===== config.mk =====
export PLATFORM = sky130hd
export DESIGN_NAME = hex_display_ctrl
export DESIGN_NICKNAME = d
export VERILOG_FILES = /design/src/rtl/hex_display_pkg.sv /design/src/rtl/seg7_decode.sv /design/src/rtl/hex_display_ctrl.sv
export SDC_FILE = /design/constraint.sdc
export NUM_CORES = 1
export LEC_CHECK = 0
export CELL_PAD_IN_SITES_DETAIL_PLACEMENT = 0
export CELL_PAD_IN_SITES_GLOBAL_PLACEMENT = 2
export CORE_MARGIN = 3
export CORE_UTILIZATION = 35
export CTS_BUF_LIST = sky130_fd_sc_hd__clkbuf_16
export CTS_CLUSTER_DIAMETER = 50
export CTS_CLUSTER_SIZE = 20
export DETAILED_ROUTE_END_ITERATION = 10
export MAX_ROUTING_LAYER = met4
export PLACE_DENSITY = 0.77
export REMOVE_ABC_BUFFERS = 1
export SYNTH_ARGS = -nofsm -noshare
export SYNTH_HDL_FRONTEND = slang
export SYNTH_SLANG_ARGS = --single-unit

===== constraint.sdc =====
create_clock -name clk_clk -period 5.38 [get_ports clk_clk]
set_clock_uncertainty 0.15 [all_clocks]
set_input_delay 1.614 -clock clk_clk [delete_from_list [all_inputs] [get_ports clk_clk]]
set_output_delay 1.614 -clock clk_clk [all_outputs]
set_load 0.05 [all_outputs]

===== src/rtl/hex_display_pkg.sv =====
// Shared types and glyph constants for the seven-segment display controller.
// Glyphs are active-low segments a..g in bits [6:0].
package hex_display_pkg;

    typedef enum logic [1:0] {
        IDLE,
        CONV,
        ENC
    } state_t;

    localparam logic [6:0] SEG_BLANK = 7'h7F;
    localparam logic [6:0] SEG_DASH  = 7'h3F;

    // Index 15 (F) first, index 0 last.
    localparam logic [15:0][6:0] GLYPH = {
        7'h0E, 7'h06, 7'h21, 7'h46,
        7'h03, 7'h08, 7'h10, 7'h00,
        7'h78, 7'h02, 7'h12, 7'h19,
        7'h30, 7'h24, 7'h79, 7'h40
    };

endpackage


===== src/rtl/seg7_decode.sv =====
// Nibble to active-low seven-segment glyph lookup.
module seg7_decode
    import hex_display_pkg::*;
(
    input  logic [3:0] nibble_i,
    output logic [6:0] seg_o
);

    assign seg_o = GLYPH[nibble_i];

endmodule


===== src/rtl/hex_display_ctrl.sv =====
// Multi-digit seven-segment controller: hex or serial double-dabble decimal
// conversion, leading-zero blanking, per-digit DP and overflow dashes.
module hex_display_ctrl
    import hex_display_pkg::*;
#(
    parameter int NUM_DIGITS = 6,
    parameter int VALUE_W    = 20
) (
    input  logic                    clk_clk,
    input  logic                    reset_reset,
    input  logic                    in_valid,
    output logic                    in_ready,
    input  logic [VALUE_W-1:0]      in_value,
    input  logic                    in_mode,
    input  logic                    in_blank_lz,
    input  logic [NUM_DIGITS-1:0]   in_dp,
    output logic [8*NUM_DIGITS-1:0] seg_export,
    output logic                    overflow,
    output logic                    done
);

    localparam int ND = NUM_DIGITS;
    localparam int BW = 4 * (ND + 1);
    localparam int SW = 8 * ND;
    localparam int CW = (VALUE_W > 1) ? $clog2(VALUE_W) : 1;

    state_t             state_q;
    logic               in_ready_q;
    logic               done_q;
    logic               ovf_q;
    logic [SW-1:0]      seg_q;
    logic [VALUE_W-1:0] val_q;
    logic               mode_q;
    logic               blz_q;
    logic [ND-1:0]      dp_q;
    logic [BW-1:0]      bcd_q;
    logic               ov_q;
    logic [CW-1:0]      cnt_q;

    logic [BW-1:0]      adj;
    logic [BW-1:0]      dd_d;
    logic               dd_out;
    logic [VALUE_W+4*ND-1:0] ext;
    logic [BW-1:0]      hex_d;
    logic               hex_ov;
    logic [6:0]         glyph [ND];
    logic [SW-1:0]      seg_d;
    logic               ovf_d;
    logic               lead;

    // One double-dabble step: adjust every digit, then shift in the next bit.
    always_comb begin
        adj = bcd_q;
        for (int k = 0; k < ND + 1; k++) begin
            if (bcd_q[4*k +: 4] >= 4'd5)
                adj[4*k +: 4] = bcd_q[4*k +: 4] + 4'd3;
        end
        dd_d   = {adj[BW-2:0], val_q[VALUE_W-1]};
        dd_out = adj[BW-1];
    end

    always_comb begin
        ext    = {{(4*ND){1'b0}}, val_q};
        hex_d  = BW'(ext[4*ND-1:0]);
        hex_ov = 1'b0;
        for (int i = 0; i < VALUE_W; i++) begin
            if (i >= 4 * ND && val_q[i])
                hex_ov = 1'b1;
        end
    end

    for (genvar g = 0; g < ND; g++) begin : g_dec
        seg7_decode u_dec (
            .nibble_i (bcd_q[4*g +: 4]),
            .seg_o    (glyph[g])
        );
    end

    // The extra top digit only fills when the decimal value is too wide.
    always_comb begin
        ovf_d = ov_q | (bcd_q[BW-1 -: 4] != 4'd0);
        lead  = blz_q;
        seg_d = '1;
        for (int k = ND - 1; k >= 0; k--) begin
            lead = lead & (bcd_q[4*k +: 4] == 4'd0) & (k != 0);
            if (ovf_d)
                seg_d[8*k +: 8] = {~dp_q[k], SEG_DASH};
            else if (lead)
                seg_d[8*k +: 8] = {~dp_q[k], SEG_BLANK};
            else
                seg_d[8*k +: 8] = {~dp_q[k], glyph[k]};
        end
    end

    always_ff @(posedge clk_clk or posedge reset_reset) begin
        if (reset_reset) begin
            state_q    <= IDLE;
            in_ready_q <= 1'b0;
            done_q     <= 1'b0;
            ovf_q      <= 1'b0;
            seg_q      <= '1;
            val_q      <= '0;
            mode_q     <= 1'b0;
            blz_q      <= 1'b0;
            dp_q       <= '0;
            bcd_q      <= '0;
            ov_q       <= 1'b0;
            cnt_q      <= '0;
        end else begin
            done_q <= 1'b0;
            unique case (state_q)
                IDLE: begin
                    if (in_valid && in_ready_q) begin
                        val_q      <= in_value;
                        mode_q     <= in_mode;
                        blz_q      <= in_blank_lz;
                        dp_q       <= in_dp;
                        bcd_q      <= '0;
                        ov_q       <= 1'b0;
                        cnt_q      <= '0;
                        in_ready_q <= 1'b0;
                        state_q    <= CONV;
                    end else begin
                        in_ready_q <= 1'b1;
                    end
                end
                CONV: begin
                    if (!mode_q) begin
                        bcd_q   <= hex_d;
                        ov_q    <= hex_ov;
                        state_q <= ENC;
                    end else begin
                        bcd_q <= dd_d;
                        val_q <= val_q << 1;
                        ov_q  <= ov_q | dd_out;
                        cnt_q <= cnt_q + CW'(1);
                        if (cnt_q == CW'(VALUE_W - 1))
                            state_q <= ENC;
                    end
                end
                ENC: begin
                    seg_q      <= seg_d;
                    ovf_q      <= ovf_d;
                    done_q     <= 1'b1;
                    in_ready_q <= 1'b1;
                    state_q    <= IDLE;
                end
                default: state_q <= IDLE;
            endcase
        end
    end

    assign in_ready   = in_ready_q;
    assign seg_export = seg_q;
    assign overflow   = ovf_q;
    assign done       = done_q;

endmodule


======== Word-level counts from Yosys, hierarchy flattened ========
Memory sizes are Yosys's and may differ from the RTL's.
Cells that the tools add are included.
operators by class
  add/sub/neg operators ................... 8
  order comparisons ....................... 13
  equal/unequal tests ..................... 6
  muxes and demuxes ....................... 43
  bitwise gates (word level) .............. 13
  reduce and logical (&&, ||, !) cells .... 14
operators with widths
  kind                                                               number
  two-way mux 7 bit                                                  17
  two-way mux 28 bit                                                 2
  one-hot mux 28 bit (2 select lines)                                1
  two-way mux 20 bit                                                 2
  one-hot mux 20 bit (2 select lines)                                1
  less-than comparator 4 x 5 -> 1 bit, second input constant         6
  adder 4 x 2 -> 4 bit, second input constant                        7
  greater-or-equal comparator 4 x 3 -> 1 bit, second input constant  7
  two-way mux 4 bit                                                  7
  logical NOT 4 bit                                                  5
  two-way mux 5 bit                                                  2
  one-hot mux 5 bit (2 select lines)                                 1
  two-way mux 2 bit                                                  3
  NOT 1 bit                                                          6
  AND reduction 2 bit                                                3
  adder 5 x 1 -> 5 bit, second input constant                        1
  AND 1 bit                                                          5
  == test 5 bit, second input constant                               1
  two-way mux 1 bit                                                  4
  != test 2 bit, second input constant                               2
  one-hot mux 1 bit (2 select lines)                                 2
  one-hot mux 2 bit (2 select lines)                                 1
  nonzero test 2 bit                                                 2
  nonzero test 4 bit                                                 1
  other kinds (7)                                                    8
storage, ports and cells
  bits in registers ....................... 115
  bits in read-only memories .............. 672
  input bits .............................. 31
  output and inout bits ................... 51
  word-level logic and storage cells ...... 115
  memories kept ........................... 6
memory list
  memory           words  bits a word  read ports  clocked after memory_dff  write ports  line              source
  (no name shown)  16     7            1           0                         0            seg7_decode.sv:9  assign seg_o = GLYPH[nibble_i];
  (no name shown)  16     7            1           0                         0            seg7_decode.sv:9
  (no name shown)  16     7            1           0                         0            seg7_decode.sv:9
  (no name shown)  16     7            1           0                         0            seg7_decode.sv:9
  (no name shown)  16     7            1           0                         0            seg7_decode.sv:9
  (no name shown)  16     7            1           0                         0            seg7_decode.sv:9

======== Depth between registers and ports, before layout ========
Gate-level depths: netlist of the first run.
  depth in word-level cells ............... 8
  gate-level depth with buffers ........... 7
  mapped depth without buffers ............ 6

======== By module ========
From an unflattened synthesis of the first run, not the netlist that was laid out.
second synthesis, totals
  cells, all modules ...................... 676
  area total of the unflattened synthesis .. 7,024.2 µm²
by module, submodules not included
  module                             instances  cells an instance  area an instance (µm²)  sequential area each (µm²)
  hex_display_ctrl                   1          483                5,373.9                 2,937.8
  seg7_decode at g_dec[0].u_dec ...  5          32                 275.3                   0.0
  seg7_decode at g_dec[4].u_dec      1          33                 274.0                   0.0

======== Worst setup path after synthesis of the first run ========
OpenSTA, ideal clock, no wires.
  kind .................................... input-to-reg
  start point ............................. input in_valid
  end point ............................... register val_q[19]
  library setup time ...................... 141 ps
  arrival time ............................ 2,499 ps
  data required time ...................... 5,089 ps
  path slack .............................. 2,590 ps
  stages .................................. 6
  path buffers ............................ 3
  cell sequence ........................... nand4bb_1 buf_2 nand2_1 buf_2 buf_1 a31oi_1
between the ends
  longest elaborated chain between the ends .. 3
ends and longest elaborated chain
  element                        line                     source
  from (decl)                    hex_display_ctrl.sv:11   input logic in_valid,
  logical AND 1 bit              hex_display_ctrl.sv:113  if (in_valid && in_ready_q) begin
  != test 2 bit (no line)        -
  AND reduction 3 bit (no line)  -
  to (signal assigned)           hex_display_ctrl.sv:114  val_q <= in_value;
  to (signal assigned)           hex_display_ctrl.sv:134  val_q <= val_q << 1;
  to (decl)                      hex_display_ctrl.sv:32   logic [VALUE_W-1:0] val_q;
Every way passes these cells.
A chain may end at the register's enable or synchronous reset.

======== Worst setup path after layout of the first run ========
  start point ............................. register seg_q[17], in the netlist seg_export[17]
  end point ............................... output seg_export[17]
RTL lines
  element                 line                     source
  from (decl)             hex_display_ctrl.sv:31   logic [SW-1:0] seg_q;
  from (signal assigned)  hex_display_ctrl.sv:142  seg_q <= seg_d;
  to (decl)               hex_display_ctrl.sv:17   output logic [8*NUM_DIGITS-1:0] seg_export,
No word-level cell between the ends.

==> impl_metrics.xml, run 1 <==
<?xml version="1.0" encoding="UTF-8"?>
<metrics>
  <group name="global_route">
    <metric name="grt_start_max_net_pins" unit="">82</metric>
    <metric name="grt_pass1_wl" unit="µm">28900</metric>
    <metric name="antenna_found_initial" unit="">0</metric>
    <metric name="number_of_global_route_vias_before_repair" unit="">5390</metric>
    <metric name="grt_overflow" unit="">0</metric>
    <metric name="grtUsageTotal" unit="%">18.2</metric>
  </group>
  <group name="timing">
    <metric name="hold_viol" unit="">0</metric>
    <metric name="rsz0062_at_grt" unit="">false</metric>
    <metric name="slew_at_the_pin_closest_to_its_max_slew_limit" unit="ns">0.859</metric>
    <metric name="maxSlewHeadroom" unit="%">42.7</metric>
    <metric name="min_period" unit="ns">3.54</metric>
    <metric name="max_freq" unit="MHz">282</metric>
    <metric name="slew_violations" unit="">0</metric>
    <metric name="final.period_utilization" unit="%">65.9</metric>
    <metric name="timing.final.setup_violations" unit="">0</metric>
    <metric name="setup_tns" unit="ns">0</metric>
  </group>
  <group name="detailed_routing">
    <metric name="via_per_inst" unit="">5.19</metric>
    <metric name="route.vias.total" unit="">5446</metric>
    <metric name="violation_count_after_the_first_detailed_route_iteration" unit="">301</metric>
    <metric name="dr.pass1.iters" unit="">6</metric>
    <metric name="post_drt_wl_per_cell" unit="µm">16.9</metric>
    <metric name="drt_wl_total" unit="µm">17800</metric>
    <metric name="drc_errors" unit="">0</metric>
    <metric name="detail-route-antenna-nets" unit="">0</metric>
  </group>
  <group name="floorplanning">
    <metric name="design.core.area" unit="µm²">18800</metric>
    <metric name="width_of_the_die" unit="µm">145</metric>
    <metric name="die_area" unit="µm²">20900</metric>
    <metric name="initial_util" unit="%">35.9</metric>
    <metric name="floorplan.die.height" unit="µm">145</metric>
    <metric name="design.portCount" unit="">82</metric>
    <metric name="std_cell_rows" unit="">50</metric>
  </group>
  <group name="setup_path">
    <metric name="worst-r2r-setup-slack" unit="ns">2.76</metric>
    <metric name="critPathBufInv" unit="">1</metric>
    <metric name="maximum_fanout_along_the_worst_path" unit="">2</metric>
    <metric name="end_kind" unit="">output port</metric>
    <metric name="max_stage_delay" unit="ns">0.83</metric>
    <metric name="crit_slowest_cell" unit="">sky130_fd_sc_hd__clkdlybuf4s50_1</metric>
    <metric name="timing.setup.critical_path_class" unit="">reg -&gt; out</metric>
    <metric name="cp_data_arrival_time" unit="ns">1.78</metric>
    <metric name="required" unit="ns">3.62</metric>
    <metric name="crit_family" unit="">buffers and inverters</metric>
    <metric name="worstPathCellList" unit="">clkdlybuf4s50_1</metric>
    <metric name="critPathLaunchType" unit="">flip-flop</metric>
  </group>
  <group name="logic_synthesis">
    <metric name="synth.avg_cell_area" unit="µm²">9.00</metric>
    <metric name="largest_family_of_logic_cells_by_synthesized_area" unit="">simple AND/OR/NAND/NOR gates</metric>
    <metric name="synth_sequential_area_ratio" unit="%">43.7</metric>
    <metric name="mux_contribution_to_synthesized_area" unit="%">6.36</metric>
    <metric name="synth_compound_gate_area_share" unit="%">17.4</metric>
    <metric name="synth-edff-count" unit="">0</metric>
    <metric name="synthesis.instances" unit="">748</metric>
    <metric name="synth_xor_area_share" unit="%">1.56</metric>
    <metric name="yosysWarningCount" unit="">0</metric>
    <metric name="async_flop_share" unit="%">100</metric>
    <metric name="post_synth_and_or_nand_nor_area_fraction" unit="%">18.7</metric>
    <metric name="ys_seq_elements" unit="">115</metric>
    <metric name="syn_area" unit="µm²">6730</metric>
    <metric name="synth_top_flop_cell" unit="">sky130_fd_sc_hd__dfrtp_1</metric>
    <metric name="synthAdderAreaFrac" unit="%">7.62</metric>
    <metric name="netlist-cell-type-count" unit="">54</metric>
  </group>
  <group name="clock_tree">
    <metric name="clkTransAtPathRegs" unit="ns">0.05</metric>
    <metric name="cts.hold.buffers_added" unit="">0</metric>
    <metric name="setup_fix_buffers_added_after_clock_tree_synthesis" unit="">0</metric>
    <metric name="clock-root-buffer" unit="">sky130_fd_sc_hd__clkbuf_16</metric>
    <metric name="clock_sink_count" unit="">115</metric>
    <metric name="number_of_gates_resized_after_cts" unit="">0</metric>
    <metric name="cts_htree_levels" unit="">4</metric>
    <metric name="cts_max_path_buffers" unit="">2</metric>
    <metric name="clk-insertion-delay-late" unit="ns">0.42</metric>
    <metric name="cts_tree" unit="">built</metric>
    <metric name="cts-buffers-inserted" unit="">17</metric>
  </group>
  <group name="layout">
    <metric name="synthToLayoutAreaGrowth" unit="%">22.5</metric>
    <metric name="final.fill_count" unit="">1852</metric>
    <metric name="ff_latch_area" unit="µm²">2940</metric>
    <metric name="finish.utilization" unit="%">43.9</metric>
    <metric name="multi_input_area" unit="µm²">3470</metric>
    <metric name="layout-drive-gt1-share" unit="%">13.2</metric>
    <metric name="num-nets-final" unit="">875</metric>
    <metric name="antenna_cells" unit="">0</metric>
  </group>
  <group name="min_path">
    <metric name="min-delay-path-class" unit="">reg -&gt; reg</metric>
  </group>
  <group name="job">
    <metric name="cap_violations" unit="">0</metric>
  </group>
  <group name="place">
    <metric name="io_buffers" unit="">81</metric>
    <metric name="post-dp-hpwl" unit="µm">11700</metric>
    <metric name="gpl.final_weighted_congestion" unit="">0.809</metric>
  </group>
  <group name="power">
    <metric name="vdd.ir_drop.worst" unit="mV">0.275</metric>
    <metric name="power_density" unit="nW/µm²">706</metric>
    <metric name="leakage_power" unit="µW">0.00346</metric>
  </group>
  <group name="run_status">
    <metric name="outcome" unit="">finished, final reports clean</metric>
  </group>
</metrics>
## worst register-to-register path: stages, from the launching register on
cell and delay (ns):
sky130_fd_sc_hd__dfrtp_1 0.43, sky130_fd_sc_hd__inv_1 0.14, sky130_fd_sc_hd__ha_1 0.19, sky130_fd_sc_hd__or4b_4 0.51, sky130_fd_sc_hd__nor2_2 0.56, sky130_fd_sc_hd__nand2_2 0.19, sky130_fd_sc_hd__o32a_1 0.39
## registers in the layout, summed over array words and instances, names as in the netlist
name,count
in_ready,1
cnt_q,5
overflow,1
mode_q,1
state_q,2
val_q,20
bcd_q,28
dp_q,6
done,1
blz_q,1
seg_export,48
ov_q,1
## through the flow
step	hold slack, ns	area [µm²]	cells	total power, µW	setup WS (ns)
final	0.281	8240	1050	5820	1.84
after global routing	0.310	8240	1050	6270	1.79
after CTS	0.289	8240	1050	5880	1.81
after detailed placement	0.285	7700	1018	4800	1.84
after global placement	0.269	7700	1018	4750	1.90
after floorplan	0.255	6510	694	3850	0.651
## final cells by class
cell class,count,share of cell area (%)
multi-input combinational,551,42.2
sequential,115,35.7
timing repair buffer,90,10.8
clock buffer,17,5.16
tap,234,3.55
clock inverter,15,1.35
inverter,28,1.31
## cells in the final DEF (no fill, tap or decap), types with 7 or more instances in the layout
cell | Yosys | final
sky130_fd_sc_hd__or3b_2 | 7 | 7
sky130_fd_sc_hd__o21ai_0 | 70 | 70
sky130_fd_sc_hd__o22a_1 | 7 | 7
sky130_fd_sc_hd__nor2_1 | 71 | 71
sky130_fd_sc_hd__a21oi_1 | 50 | 50
sky130_fd_sc_hd__clkdlybuf4s50_1 | 0 | 81
sky130_fd_sc_hd__dfstp_2 | 48 | 48
sky130_fd_sc_hd__clkbuf_16 | 0 | 17
sky130_fd_sc_hd__ha_1 | 41 | 41
sky130_fd_sc_hd__nand3_1 | 10 | 10
sky130_fd_sc_hd__dfrtp_1 | 67 | 67
sky130_fd_sc_hd__a31oi_1 | 38 | 38
sky130_fd_sc_hd__nor2b_1 | 7 | 7
sky130_fd_sc_hd__nor3b_1 | 13 | 13
sky130_fd_sc_hd__mux2i_1 | 27 | 27
sky130_fd_sc_hd__buf_4 | 0 | 8
sky130_fd_sc_hd__nand2b_1 | 16 | 16
sky130_fd_sc_hd__inv_1 | 27 | 32
sky130_fd_sc_hd__nand2_1 | 116 | 116
sky130_fd_sc_hd__xnor2_1 | 7 | 7
## per-layer routing
| layer | track usage (%) | vias to the layer above | share of wire, % | wire, µm |
|---|---|---|---|---|
| met5 | - | - | 0 | 0 |
| met1 | 24.2 | 2627 | 48 | 8580 |
| li1 | - | 2714 | - | - |
| met3 | 4.21 | 14 | 3.6 | 639 |
| met4 | 4.57 | 0 | 0.89 | 158 |
| met2 | 28.3 | 91 | 47 | 8400 |
## where the power goes
part	switching, µW	internal, µW
Combinational	1840	1120
Clock	388	659
Sequential	441	1380
Total	2670	3150
## synthesized netlist by cell type (3+ instances only)
cell / instances / area, µm²
sky130_fd_sc_hd__nand3_1: 10 / 50.1
sky130_fd_sc_hd__xor2_1: 5 / 43.8
sky130_fd_sc_hd__dfstp_2: 48 / 1260
sky130_fd_sc_hd__a31o_2: 3 / 26.3
sky130_fd_sc_hd__o32a_1: 3 / 30.0
sky130_fd_sc_hd__nor2b_1: 7 / 43.8
sky130_fd_sc_hd__nand3b_1: 3 / 22.5
sky130_fd_sc_hd__nand2b_1: 16 / 100
sky130_fd_sc_hd__mux4_2: 5 / 113
sky130_fd_sc_hd__ha_1: 41 / 513
sky130_fd_sc_hd__o22a_1: 7 / 61.3
sky130_fd_sc_hd__inv_1: 27 / 101
sky130_fd_sc_hd__nor3b_1: 13 / 97.6
sky130_fd_sc_hd__buf_2: 5 / 25.0
sky130_fd_sc_hd__a22o_1: 5 / 43.8
sky130_fd_sc_hd__nand4_1: 4 / 25.0
sky130_fd_sc_hd__nand2_1: 116 / 435
sky130_fd_sc_hd__nor3_1: 5 / 25.0
sky130_fd_sc_hd__buf_1: 6 / 22.5
sky130_fd_sc_hd__or2_2: 3 / 18.8
sky130_fd_sc_hd__mux2_2: 4 / 45.0
sky130_fd_sc_hd__a31oi_1: 38 / 238
sky130_fd_sc_hd__o21ai_0: 70 / 350
sky130_fd_sc_hd__mux2i_1: 27 / 270
sky130_fd_sc_hd__dfrtp_1: 67 / 1680
sky130_fd_sc_hd__a21oi_1: 50 / 250
sky130_fd_sc_hd__or3b_2: 7 / 61.3
sky130_fd_sc_hd__xnor2_1: 7 / 61.3
sky130_fd_sc_hd__clkbuf_1: 42 / 158
sky130_fd_sc_hd__a311oi_1: 3 / 26.3
sky130_fd_sc_hd__nor2_1: 71 / 267
## cell families (layout without fill, tap and decap cells)
family	Yosys count	in the layout
buffers and inverters	82	150
and+or+nand+nor	266	266
xor gates and xnor gates	12	12
AOI/OAI and AO/OA	196	196
muxes	36	36
DFF	115	115
adders and majority gates	41	41
## final timing paths
kind                                        to            from  cells past startpoint
worst min register to register  seg_export[31]         dp_q[3]                      1
max in group asynchronous        seg_export[7]     reset_reset                      3
worst min-delay path            seg_export[31]         dp_q[3]                      1
min in group asynchronous            bcd_q[22]     reset_reset                      2
worst max register to register  seg_export[24]       bcd_q[24]                      6
worst max-delay path            seg_export[17]  seg_export[17]                      1
No activity file was read; power rests on OpenSTA's default activity.
==> inputs of run 2 (changes only) <==
==> constraint.sdc (replaced) <==
create_clock -name clk_clk -period 3.51 [get_ports clk_clk]
set_clock_uncertainty 0.15 [all_clocks]
set_input_delay 1.053 -clock clk_clk [delete_from_list [all_inputs] [get_ports clk_clk]]
set_output_delay 1.053 -clock clk_clk [all_outputs]
set_load 0.05 [all_outputs]
==> impl_metrics.xml, run 2 (same netlist as run 1, synthesis figures left out) <==
<?xml version="1.0" encoding="UTF-8"?>
<metrics>
  <group name="timing">
    <metric name="timing.final.setup_violations" unit="">0</metric>
    <metric name="max_freq" unit="MHz">336</metric>
    <metric name="rsz0062_at_grt" unit="">false</metric>
    <metric name="min_period" unit="ns">2.98</metric>
    <metric name="hold_viol" unit="">0</metric>
    <metric name="maxSlewHeadroom" unit="%">54.7</metric>
    <metric name="hold-worst-slack" unit="ns">0.283</metric>
    <metric name="slew_violations" unit="">0</metric>
    <metric name="final.period_utilization" unit="%">84.8</metric>
    <metric name="slew_at_the_pin_closest_to_its_max_slew_limit" unit="ns">0.680</metric>
    <metric name="setup_tns" unit="ns">0</metric>
  </group>
  <group name="power">
    <metric name="leakage_power" unit="µW">0.00347</metric>
    <metric name="p_int" unit="µW">4710</metric>
    <metric name="power_frac_comb" unit="%">51.5</metric>
    <metric name="power_frac_seq" unit="%">32.1</metric>
    <metric name="clkPwrFrac" unit="%">16.4</metric>
    <metric name="power_density" unit="nW/µm²">1060</metric>
    <metric name="swShare" unit="%">46.2</metric>
    <metric name="power_switching" unit="µW">4050</metric>
    <metric name="vdd.ir_drop.worst" unit="mV">0.485</metric>
  </group>
  <group name="min_path">
    <metric name="worst_hold_startpoint" unit="">dp_q[0]</metric>
    <metric name="min-delay-path-class" unit="">reg -&gt; reg</metric>
  </group>
  <group name="setup_path">
    <metric name="reg2reg_from" unit="">bcd_q[20]</metric>
    <metric name="required" unit="ns">2.31</metric>
    <metric name="cp_data_arrival_time" unit="ns">1.77</metric>
    <metric name="end_kind" unit="">output port</metric>
    <metric name="crit_path_start" unit="">seg_export[17]</metric>
    <metric name="maximum_fanout_along_the_worst_path" unit="">2</metric>
    <metric name="worstPathCellList" unit="">clkdlybuf4s50_1</metric>
    <metric name="crit_slowest_cell" unit="">sky130_fd_sc_hd__clkdlybuf4s50_1</metric>
    <metric name="crit_family" unit="">buffers and inverters</metric>
    <metric name="critPathBufInv" unit="">1</metric>
    <metric name="max_stage_delay" unit="ns">0.81</metric>
    <metric name="timing.setup.critical_path_class" unit="">reg -&gt; out</metric>
    <metric name="critPathLaunchType" unit="">flip-flop</metric>
  </group>
  <group name="clock_tree">
    <metric name="cts_tree" unit="">built</metric>
    <metric name="clk-insertion-delay-late" unit="ns">0.42</metric>
    <metric name="cts-buffers-inserted" unit="">17</metric>
    <metric name="number_of_gates_resized_after_cts" unit="">0</metric>
    <metric name="clock_sink_count" unit="">115</metric>
    <metric name="cts_max_path_buffers" unit="">2</metric>
    <metric name="clkTransAtPathRegs" unit="ns">0.05</metric>
    <metric name="cts_htree_levels" unit="">4</metric>
    <metric name="clock-root-buffer" unit="">sky130_fd_sc_hd__clkbuf_16</metric>
    <metric name="cts.hold.buffers_added" unit="">0</metric>
    <metric name="setup_fix_buffers_added_after_clock_tree_synthesis" unit="">0</metric>
  </group>
  <group name="detailed_routing">
    <metric name="via_per_inst" unit="">5.13</metric>
    <metric name="route.vias.total" unit="">5429</metric>
    <metric name="violation_count_after_the_first_detailed_route_iteration" unit="">298</metric>
    <metric name="dr.pass1.iters" unit="">4</metric>
    <metric name="post_drt_wl_per_cell" unit="µm">16.5</metric>
    <metric name="detail-route-antenna-nets" unit="">0</metric>
    <metric name="drt_wl_total" unit="µm">17400</metric>
    <metric name="drc_errors" unit="">0</metric>
  </group>
  <group name="layout">
    <metric name="num-nets-final" unit="">883</metric>
    <metric name="antenna_cells" unit="">0</metric>
    <metric name="synthToLayoutAreaGrowth" unit="%">22.6</metric>
    <metric name="layout.cells.most_common" unit="">sky130_fd_sc_hd__nand2_1</metric>
    <metric name="layout-drive-gt1-share" unit="%">14.0</metric>
    <metric name="largest_register_ff_count" unit="">48</metric>
    <metric name="mostFrequentLayoutCells" unit="">sky130_fd_sc_hd__nand2_1, sky130_fd_sc_hd__clkdlybuf4s50_1, sky130_fd_sc_hd__nor2_1, sky130_fd_sc_hd__o21ai_0, sky130_fd_sc_hd__dfrtp_1</metric>
  </group>
  <group name="place">
    <metric name="post-dp-hpwl" unit="µm">11900</metric>
    <metric name="gpl.final_weighted_congestion" unit="">0.795</metric>
    <metric name="io_buffers" unit="">81</metric>
  </group>
  <group name="floorplanning">
    <metric name="die_area" unit="µm²">20900</metric>
    <metric name="std_cell_rows" unit="">50</metric>
    <metric name="design.core.area" unit="µm²">18800</metric>
    <metric name="width_of_the_die" unit="µm">145</metric>
    <metric name="design.portCount" unit="">82</metric>
    <metric name="initial_util" unit="%">35.9</metric>
    <metric name="floorplan.die.height" unit="µm">145</metric>
  </group>
  <group name="global_route">
    <metric name="grt_overflow" unit="">0</metric>
    <metric name="grt_pass1_wl" unit="µm">28100</metric>
    <metric name="grt_start_max_net_pins" unit="">42</metric>
    <metric name="number_of_global_route_vias_before_repair" unit="">5298</metric>
    <metric name="antenna_found_initial" unit="">0</metric>
    <metric name="grtUsageTotal" unit="%">17.7</metric>
  </group>
  <group name="run_status">
    <metric name="outcome" unit="">finished, final reports clean</metric>
  </group>
  <group name="job">
    <metric name="cap_violations" unit="">0</metric>
  </group>
</metrics>
[run 2: changes by cell type in the layout (fill, tap and decap cells not counted)]
cell | before | now
sky130_fd_sc_hd__buf_4 | 8 | 16
sky130_fd_sc_hd__bufinv_16 | 2 | 0
sky130_fd_sc_hd__clkinv_1 | 5 | 8
sky130_fd_sc_hd__clkinv_2 | 2 | 3
sky130_fd_sc_hd__inv_1 | 32 | 30
[run 2: through the flow]
step | instance area (µm²) | power, µW | setup slack [ns] | std cells | utilization [%]
floorplan | 6510 | 5910 | -0.658 | 694 | -
global placement | 7760 | 7320 | 0.794 | 1026 | 41.4
detailed placement | 7760 | 7390 | 0.770 | 1026 | 41.4
CTS | 8250 | 8880 | 0.519 | 1058 | 44.0
global route | 8250 | 9470 | 0.485 | 1058 | 44.0
finish | 8250 | 8760 | 0.534 | 1058 | 44.0
[run 2: layer usage]
metal	vias up	routed length, µm	GRT usage [%]	part of all wire [%]
met3	12	652	3.06	3.7
met5	-	0	-	0
met2	89	8150	27.3	47
met4	0	201	5.20	1.2
li1	2727	-	-	-
met1	2601	8410	24.2	48
[run 2: worst paths after layout]
kind | end | slack (ns) | cells past startpoint
setup / recovery | seg_export[17] | 0.53 | 1
hold / removal | seg_export[7] | 0.28 | 1
setup reg to reg | seg_export[10] | 1.07 | 6
hold reg to reg | seg_export[7] | 0.28 | 1
max in group asynchronous | seg_export[18] | 1.53 | 3
min in group asynchronous | val_q[6] | 0.92 | 2
[run 2: layout make-up]
| class | instances | area, µm² |
|---|---|---|
| Sequential cell | 115 | 2940 |
| Clock inverter | 15 | 60.1 |
| Fill cell | 1845 | 10500 |
| Timing Repair Buffer | 98 | 951 |
| Tap cell | 234 | 293 |
| Multi-Input combinational cell | 551 | 3470 |
| Inverter | 28 | 108 |
| Clock buffer | 17 | 425 |
[run 2: power groups by stage]
stage          sequential (µW)  combinational (µW)  clock [µW]
6_report                  2810                4520        1430
3_3_place_gp              2800                4510           0
4_1_cts                   2820                4580        1480
3_5_place_dp              2830                4560           0
2_1_floorplan             3710                2190           0
5_1_grt                   2940                4990        1540
